$ cat src/rtl/wb_pkg.sv
// Shared types and defaults for the Wishbone command initiator.
// Holds the FSM state encoding and the default bus geometry.
package wb_pkg;

  typedef enum logic [1:0] {
    IDLE = 2'd0,
    BUS  = 2'd1,
    RESP = 2'd2
  } wb_state_e;

  localparam int WB_AW = 32;
  localparam int WB_DW = 32;
  localparam int WB_TIMEOUT_DEFAULT = 255;

endpackage

$ cat src/rtl/wb_cmd_initiator.sv
// Wishbone classic initiator: one bus cycle per command,
// read data or timeout error returned on the response port.
module wb_cmd_initiator
  import wb_pkg::*;
#(
  parameter int AW      = WB_AW,
  parameter int DW      = WB_DW,
  parameter int TIMEOUT = WB_TIMEOUT_DEFAULT,
  parameter int TW      = 8
) (
  input  logic            wb_clk_i,
  input  logic            wb_rst_n_i,
  input  logic            cmd_valid_i,
  output logic            cmd_ready_o,
  input  logic            cmd_we_i,
  input  logic [AW-1:0]   cmd_adr_i,
  input  logic [DW-1:0]   cmd_dat_i,
  input  logic [DW/8-1:0] cmd_sel_i,
  output logic            rsp_valid_o,
  input  logic            rsp_ready_i,
  output logic [DW-1:0]   rsp_dat_o,
  output logic            rsp_err_o,
  output logic            wbm_cyc_o,
  output logic            wbm_stb_o,
  output logic            wbm_we_o,
  output logic [DW/8-1:0] wbm_sel_o,
  output logic [AW-1:0]   wbm_adr_o,
  output logic [DW-1:0]   wbm_dat_o,
  input  logic            wbm_ack_i,
  input  logic [DW-1:0]   wbm_dat_i,
  output logic            busy_o
);

  localparam logic [TW-1:0] LAST = TW'(TIMEOUT - 1);

  wb_state_e     state;
  logic [TW-1:0] cnt;

  always_ff @(posedge wb_clk_i or negedge wb_rst_n_i) begin
    if (!wb_rst_n_i) begin
      state       <= IDLE;
      cnt         <= '0;
      cmd_ready_o <= 1'b1;
      rsp_valid_o <= 1'b0;
      rsp_dat_o   <= '0;
      rsp_err_o   <= 1'b0;
      wbm_cyc_o   <= 1'b0;
      wbm_stb_o   <= 1'b0;
      wbm_we_o    <= 1'b0;
      wbm_sel_o   <= '0;
      wbm_adr_o   <= '0;
      wbm_dat_o   <= '0;
      busy_o      <= 1'b0;
    end else begin
      unique case (state)
        IDLE: begin
          if (cmd_valid_i) begin
            wbm_we_o    <= cmd_we_i;
            wbm_adr_o   <= cmd_adr_i;
            wbm_dat_o   <= cmd_dat_i;
            wbm_sel_o   <= cmd_sel_i;
            wbm_cyc_o   <= 1'b1;
            wbm_stb_o   <= 1'b1;
            cmd_ready_o <= 1'b0;
            busy_o      <= 1'b1;
            cnt         <= '0;
            state       <= BUS;
          end
        end
        BUS: begin
          // ack takes priority over the final timeout cycle
          if (wbm_ack_i) begin
            wbm_cyc_o   <= 1'b0;
            wbm_stb_o   <= 1'b0;
            wbm_we_o    <= 1'b0;
            wbm_sel_o   <= '0;
            wbm_dat_o   <= '0;
            rsp_dat_o   <= wbm_we_o ? '0 : wbm_dat_i;
            rsp_err_o   <= 1'b0;
            rsp_valid_o <= 1'b1;
            state       <= RESP;
          end else if (cnt == LAST) begin
            wbm_cyc_o   <= 1'b0;
            wbm_stb_o   <= 1'b0;
            wbm_we_o    <= 1'b0;
            wbm_sel_o   <= '0;
            wbm_dat_o   <= '0;
            rsp_dat_o   <= '0;
            rsp_err_o   <= 1'b1;
            rsp_valid_o <= 1'b1;
            state       <= RESP;
          end else begin
            cnt <= cnt + 1'b1;
          end
        end
        RESP: begin
          if (rsp_ready_i) begin
            rsp_valid_o <= 1'b0;
            rsp_dat_o   <= '0;
            rsp_err_o   <= 1'b0;
            cmd_ready_o <= 1'b1;
            busy_o      <= 1'b0;
            state       <= IDLE;
          end
        end
        default: begin
          state       <= IDLE;
          cmd_ready_o <= 1'b1;
          busy_o      <= 1'b0;
        end
      endcase
    end
  end

endmodule

$ cat config.mk
export PLATFORM = sky130hd
export DESIGN_NAME = wb_cmd_initiator
export DESIGN_NICKNAME = d
export VERILOG_FILES = /design/src/rtl/wb_pkg.sv /design/src/rtl/wb_cmd_initiator.sv
export SDC_FILE = /design/constraint.sdc
export NUM_CORES = 1
export LEC_CHECK = 0
export ABC_AREA = 1
export CAP_MARGIN = 20
export CORE_MARGIN = 10
export CORE_UTILIZATION = 40
export DETAILED_ROUTE_END_ITERATION = 8
export GPL_TIMING_DRIVEN = 0
export PLACE_DENSITY = 0.76
export SKIP_CTS_REPAIR_TIMING = 1
export SLEW_MARGIN = 20
export SYNTH_ARGS = -nofsm -noshare
export SYNTH_HDL_FRONTEND = slang
export SYNTH_SLANG_ARGS = --single-unit
$ cat constraint.sdc
create_clock -name wb_clk_i -period 2.91 [get_ports wb_clk_i]
set_input_delay 0.582 -clock wb_clk_i [delete_from_list [all_inputs] [get_ports wb_clk_i]]
set_output_delay 0.582 -clock wb_clk_i [all_outputs]
set_load 0.02 [all_outputs]
==> metrics list, run 1 <==
- Status: complete, no violations
* Iteration-0 DRC count of the detailed router: 225
* Fin Clk Skew: 0.00759 ns
- FFs w/ async S/R, synth: 100%
- Count of non-filler cells in the finished layout: 1012
* Vias in the first global route: 4970
* Number of detailed-route iterations in the first pass: 4
- Dividing total power by cell area gives a power density of 1060 nW/um^2.
- Die Wd: 131 microns
- Share of the yosys chip area belonging to registers: 58.9%
- Summing every instance area after synthesis gives 4930 sq um.
- Synthesized area per cell: 8.21 sq um
* Vias after detailed routing: 4737
- Dividing the detail-routed via count by the number of cells gives 4.68.
* Cell types with the highest counts after synthesis: nand2_1 (304), dfrtp_1 (115), inv_1 (41), nor2_1 (41), nand4_1 (33)
- Top cell type's share of synthesized area: 58.4%
- The net count of the finished layout is 940.
- Once detailed placement completed, the half-perimeter wirelength came to 12.2 mm.
* Clock root cell: clkbuf_16
- For the pin with the worst max-slew slack, the measured transition is 0.522 ns.
- Latest clock arrival within the worst-skew pair: 0.41 ns
* Cell type with the largest total area after synthesis: dfrtp_1
- Max transition margin: 65.2%
- Setup repair after global routing left no endpoint under its margin.
- By startpoint and endpoint, the worst setup path is classified as flop to primary output.
- In the final routed layout, each cell accounts on average for 15.8 microns.
* Reg clk slew, reported paths: 0.05 ns
* Most used flip-flop cell after synthesis: dfrtp_1
- Max-cap violations in this run came to 0.
* Required time of the worst setup path: 2.33 ns
- Post-route antenna net violation count: 0
- I/O Pins: 213
- In this run the deepest clock path goes through 2 buffers.
- The number of nets in the synthesized netlist is 708.
- Number of buffers inserted during clock tree synthesis: 17
- At the worst endpoint, the arrival time is 1.55 ns.
- Final sum of negative setup slack: 0 ns
- At the end of routability-driven placement, the weighted congestion stood at 0.929.
- Final worst-path cycle share: 73.3%
- Global router's overall resource usage: 18.8%
- The final-report max-slew violation count is 0.
* Cell count after synthesis: 600
- Subtracting the final worst setup slack from the clock period gives 2.13 ns.
- Global routing finished with a remaining overflow of 0.
- Number of register bits inferred by synthesis: 116
* Wire length of the first global-routing pass: 25.2 mm
* Post-route DRC: 0
- Yosys attributes the largest share of cell area to dfrtp_1 (58%), nand2_1 (23%), nand4_1 (4.2%).
- Area of the core: 12100 sq um
* Post-synth EDFFs: 0
- In this run the vertical extent of the chip is 131 microns.
* Layout cell share with drive strength beyond 1: 6.16%
* Starting utilization of the core area: 40.9%
* Synthesis-to-layout area growth: 59.2%
- Summed over all layers, the routed wires come to 16.0 mm.
* Clock tree sinks: 116
- Leak Pwr: 3.98 nW
* F_max: 0.469 GHz
- 0 antenna diodes ended up in the layout.
- Maximum fanout along the worst path: 3
- Post-synthesis cell type count: 25
* Most numerous cell in the Yosys netlist: nand2_1
- Endpoint type of the worst setup path: primary output
* Antenna violations before repair: 0
* Standard-cell rows: 40
* Port bufs: 212
* Maximum number of pins on one net before global-route repair: 65
- The tightest min-delay check is of the input pin to asynchronous set/reset pin type.
- Dpl cells: 981
* Final count of hold timing violations: 0
* Worst ir drop on vdd: 860 uV
* Clock tree from TritonCTS: built
- Setup violations remaining at the end of the flow were counted as 0.
- Warnings from Yosys: 0
- STA classifies the critical path startpoint as a flop.
- In this run the number of H-tree levels came out at 4.
- The floorplan step defined a die boundary enclosing 17200 sq um.
==> path summary, 6_finish.rpt <==
kind | from | endpoint | slack, ns | depth (start not counted)
max | wbm_stb_o$_DFFE_PN0P_ | wbm_stb_o | 0.78 | 2
min | wb_rst_n_i | rsp_dat_o[9]$_DFFE_PN0P_ | 0.12 | 1
max reg2reg | cnt[0]$_DFFE_PN0P_ | rsp_dat_o[23]$_DFFE_PN0P_ | 1.25 | 10
min reg2reg | wbm_dat_o[23]$_DFFE_PN0P_ | wbm_dat_o[23]$_DFFE_PN0P_ | 0.47 | 2
max in group asynchronous | wb_rst_n_i | cmd_ready_o$_DFFE_PN1P_ | 2.05 | 2
min in group wb_clk_i | wbm_dat_o[23]$_DFFE_PN0P_ | wbm_dat_o[23]$_DFFE_PN0P_ | 0.47 | 2
==> routing by layer <==
| metal | track usage [%] | vias up | routed length [microns] |
|---|---|---|---|
| met5 | 0 | - | 0 |
| met4 | 7.00 | 0 | 225 |
| met3 | 10.8 | 22 | 2230 |
| met2 | 29.5 | 199 | 7270 |
| met1 | 21.0 | 2212 | 6230 |
| li1 | - | 2304 | - |
==> power breakdown <==
part / leakage [nW] / total [mW] / switching (mW) / internal [mW]
clock: 0.277 / 1.95 / 0.677 / 1.28
sequential: 1.49 / 2.57 / 0.347 / 2.23
combinational: 2.21 / 3.80 / 2.21 / 1.58
total: 3.98 / 8.32 / 3.24 / 5.09
==> sequential cells by signal (all words and copies together), names as in the netlist <==
signal,count
rsp_dat_o,32
wbm_adr_o,32
wbm_dat_o,32
cnt,8
wbm_sel_o,4
state,2
busy_o,1
cmd_ready_o,1
rsp_err_o,1
rsp_valid_o,1
wbm_stb_o,1
wbm_we_o,1
==> critical path, stage by stage (launching register included) <==
cell and delay [ns]:
dfrtp_1 0.41, buf_4 0.13, clkdlybuf4s50_1 0.60
==> cells in the final DEF (no fill, tap or decap), drive strengths merged <==
cell,synthesis,final
a21oi,1,1
buf,14,16
bufinv,0,1
clkbuf,18,45
clkdlybuf4s50,0,211
clkinv,0,3
dfrtp,115,115
dfstp,1,1
ha,2,2
inv,45,45
nand2,306,306
nand3,10,10
nand4,33,33
nor2,43,43
nor3b,1,1
o21ai,8,8
o21bai,1,1
xor2,2,2
==> cell type report <==
type                       instances  area, sq um
buffer                            32          158
clock inverter                     4         45.0
multi-input combinational        407         1700
inverter                          45          169
tap                              168          210
timing repair buffer             213         2150
clock buffer                      27          513
fill                             999         4210
sequential                       116         2900
==> through the flow <==
step	total power, mW	hold WS [ns]	utilization, %	instance area (sq um)	setup WS, ns
floorplan	4.54	0.286	-	4930	1.48
global route	8.88	0.159	65.1	7850	0.710
finish	8.32	0.122	65.1	7850	0.776
CTS	8.43	0.132	65.1	7850	0.727
global placement	6.33	0.453	60.2	7260	-3.20
detailed placement	6.42	0.459	60.4	7290	0.726
==> kinds of logic after synthesis <==
| group | share of synthesized area (%) |
|---|---|
| and+or+nand+nor | 32.4 |
| DFF | 58.9 |
| buffers and inverters | 6.63 |
| adders and majority gates | 0.508 |
| AOI/OAI and AO/OA | 1.14 |
| xor gates and xnor gates | 0.355 |
No activity file was read; power rests on OpenSTA's default activity.
==> run 2: changes to the inputs <==
--- a/config.mk
+++ b/config.mk
@@ -8,7 +8,7 @@
 export ABC_AREA = 1
 export CAP_MARGIN = 20
 export CORE_MARGIN = 10
-export CORE_UTILIZATION = 40
+export CORE_UTILIZATION = 38
 export DETAILED_ROUTE_END_ITERATION = 8
 export GPL_TIMING_DRIVEN = 0
 export PLACE_DENSITY = 0.76
==> constraint.sdc (replaced) <==
create_clock -name wb_clk_i -period 1.8 [get_ports wb_clk_i]
set_input_delay 0.36 -clock wb_clk_i [delete_from_list [all_inputs] [get_ports wb_clk_i]]
set_output_delay 0.36 -clock wb_clk_i [all_outputs]
set_load 0.02 [all_outputs]
==> metrics list, run 2 (synthesized netlist as in run 1, its figures left out) <==
- Aggregate global routing overflow: 0 (unchanged)
* Vias per cell: 4.51 (was 4.68)
- The number of setup violations in the final report is 0 (unchanged).
- Clock root cell: clkbuf_16 (unchanged)
- Derived from the worst setup path, the maximum achievable clock frequency is 0.570 GHz.
- The number of buffers created by CTS is 17 (unchanged).
- Routed wire length: 15.6 mm (was 16.0 mm)
- Most used cells in the layout excluding fill and tap cells: nand2_1 (304), clkdlybuf4s50_1 (186), dfrtp_1 (115) (was nand2_1 (304), clkdlybuf4s50_1 (211), dfrtp_1 (115)).
- Worst setup slack after layout: 0.0457 ns (was 0.776 ns)
* Area of the core: 12700 sq um (was 12100 sq um)
- The area added between synthesis and finish came to 60.9% (was 59.2%).
- Latest clock arrival within the worst-skew pair: 0.40 ns (was 0.41 ns)
* Kind of launch point of the worst setup path: flop (unchanged)
- Post-route DRC: 0 (unchanged)
- Of the available clock period, the critical path in the final layout requires 97.5%.
* Reg clk slew, reported paths: 0.05 ns (about the same)
- Post-route antenna net violation count: 0 (unchanged)
* Delay-heaviest family, CP: buffers and inverters (unchanged)
- Status: complete, no violations (unchanged)
- Shortest period the worst path allows: 1.75 ns
- The final-report max-slew violation count was 0 (unchanged).
- Worst ir drop on vdd: 917 uV (was 860 uV)
* Number of detailed-route iterations in the first pass: 4 (unchanged)
* Leading registers by flop count: rsp_dat_o (32), wbm_adr_o (32), wbm_dat_o (32) (unchanged)
- Maximum root-to-sink buffer count: 2 (unchanged)
- The all-layer global routing usage was 17.7% (was 18.8%).
- Sum of net half-perimeters after detailed placement: 11.7 mm (was 12.2 mm)
- The worst slew margin relative to its limit is 63.0% (was 65.2%).
* Clock H-tree levels: 4 (unchanged)
- Antenna violations before repair: 0 (unchanged)
- Crit path DAT: 1.39 ns (was 1.55 ns)
- Clock tree sinks: 116 (unchanged)
* Pwr Density: 1690 nW/um^2 (was 1060 nW/um^2)
* Required time of the worst setup path: 1.44 ns (was 2.33 ns)
- Clock tree from TritonCTS: built (unchanged)
* Final hold slack: 0.463 ns (was 0.122 ns)
- Fin Clk Skew: 0.00711 ns (was 0.00759 ns)
- The routed wirelength normalized by instance count is 15.4 microns (was 15.8 microns).
- Class of the most critical hold timing path: flop to flop (was input pin to asynchronous set/reset pin)
- The slowest stage cell on the critical path is clkdlybuf4s50_1 (unchanged).
- The number of global-route vias before repair was 4668 (was 4970).
- GPL Wtd Cong: 0.809 (was 0.929)
- The measured slew at the worst slew-check pin is 0.555 ns (was 0.522 ns).
- The category of the critical setup timing path was flop to primary output (unchanged).
* Starting utilization of the core area: 38.9% (was 40.9%)
- The worst slack after detailed placement was -0.221 ns (was 0.726 ns).
* Die outline height: 134 microns (was 131 microns)
* RSZ-0062 raised after global routing: false (unchanged)
- The floorplan die width came to 134 microns (was 131 microns).
- I/O Pins: 213 (unchanged)
- The number of rows in the core area was 41 (was 40).
- The first-iteration detailed-routing DRC count is 256 (was 225).
- The routed via count is 4582 (was 4737).
- Wire length of the first global-routing pass: 25.1 mm (was 25.2 mm)
- Combined buffer and inverter count along the critical path: 1 (was 2)
- Nets@finish: 941 (was 940)
* Leak Pwr: 4.30 nW (was 3.98 nW)
* Biggest cell delay along the critical path: 0.66 ns (was 0.60 ns)
- Antenna cells: 0 (unchanged)
- The max-capacitance violation count was 0 (unchanged).
- The final count of hold timing violations was 0 (unchanged).
* Maximum fanout along the worst path: 2 (was 3)
- Maximum number of pins on one net before global-route repair: 61 (was 65)
* Endpoint type of the worst setup path: primary output (unchanged)
- The number of input and output port buffers inserted is 212 (unchanged).
* Cells along the critical path: clkdlybuf4s50_1 (was buf_4 > clkdlybuf4s50_1)
- The floorplan die area is 17900 sq um (was 17200 sq um).
- Most common library cell in the layout ignoring fill and taps: nand2_1 (unchanged)
- The share of cells above drive strength 1 was 6.15% (was 6.16%).
==> run 2: cell types whose count changed in the layout (fill, tap and decap cells not counted), sizes merged <==
cell and change:
dlymetal6s2s +25, clkdlybuf4s50 -25, dlygate4sd3 +1
==> run 2: where the power goes <==
part / switching, mW / internal [mW] / leakage [nW]
Sequential: 0.523 / 3.60 / 1.49
Combinational: 3.57 / 2.53 / 2.53
Clock: 1.08 / 2.07 / 0.277
==> run 2: metal layers <==
layer | GRT usage (%) | part of all wire (%) | wire length, microns
met3 | 9.97 | 13 | 2040
met2 | 26.9 | 45 | 7040
met1 | 20.6 | 41 | 6400
met5 | 0 | 0 | 0
met4 | 6.23 | 1.1 | 167
==> run 2: path summary, 6_finish.rpt <==
kind / from / to / slack [ns] / depth (start not counted)
worst max-delay path: wbm_adr_o[14]$_DFFE_PN0P_ / wbm_adr_o[14] / 0.05 / 1
worst min-delay path: wbm_dat_o[18]$_DFFE_PN0P_ / wbm_dat_o[18]$_DFFE_PN0P_ / 0.46 / 2
worst max register to register: cnt[0]$_DFFE_PN0P_ / rsp_dat_o[15]$_DFFE_PN0P_ / 0.15 / 10
worst min register to register: wbm_dat_o[18]$_DFFE_PN0P_ / wbm_dat_o[18]$_DFFE_PN0P_ / 0.46 / 2
max in group asynchronous: wb_rst_n_i / cmd_ready_o$_DFFE_PN1P_ / 0.59 / 3
min in group asynchronous: wb_rst_n_i / rsp_dat_o[6]$_DFFE_PN0P_ / 0.50 / 2
==> run 2: final cells by class <==
type / instances / area, sq um
fillers: 1120 / 4740
flip-flops and latches: 116 / 2900
repair buffers: 214 / 2220
multi-input cells: 407 / 1700
clock buffers: 27 / 513
well taps: 172 / 215
inverters: 45 / 169
plain buffers: 32 / 163
clock inverters: 4 / 45.0
==> run 2: stage by stage <==
step	power, mW	TNS [ns]	instances	cell area, sq um	utilization (%)
finish	13.4	0	1017	7930	62.6
global route	14.3	0	1017	7930	62.6
CTS	13.6	-0.371	1016	7850	62.0
detailed placement	10.4	-9.56	985	7290	57.6
global placement	10.3	-499.46	984	7270	57.3
floorplan	7.34	0	600	4930	-
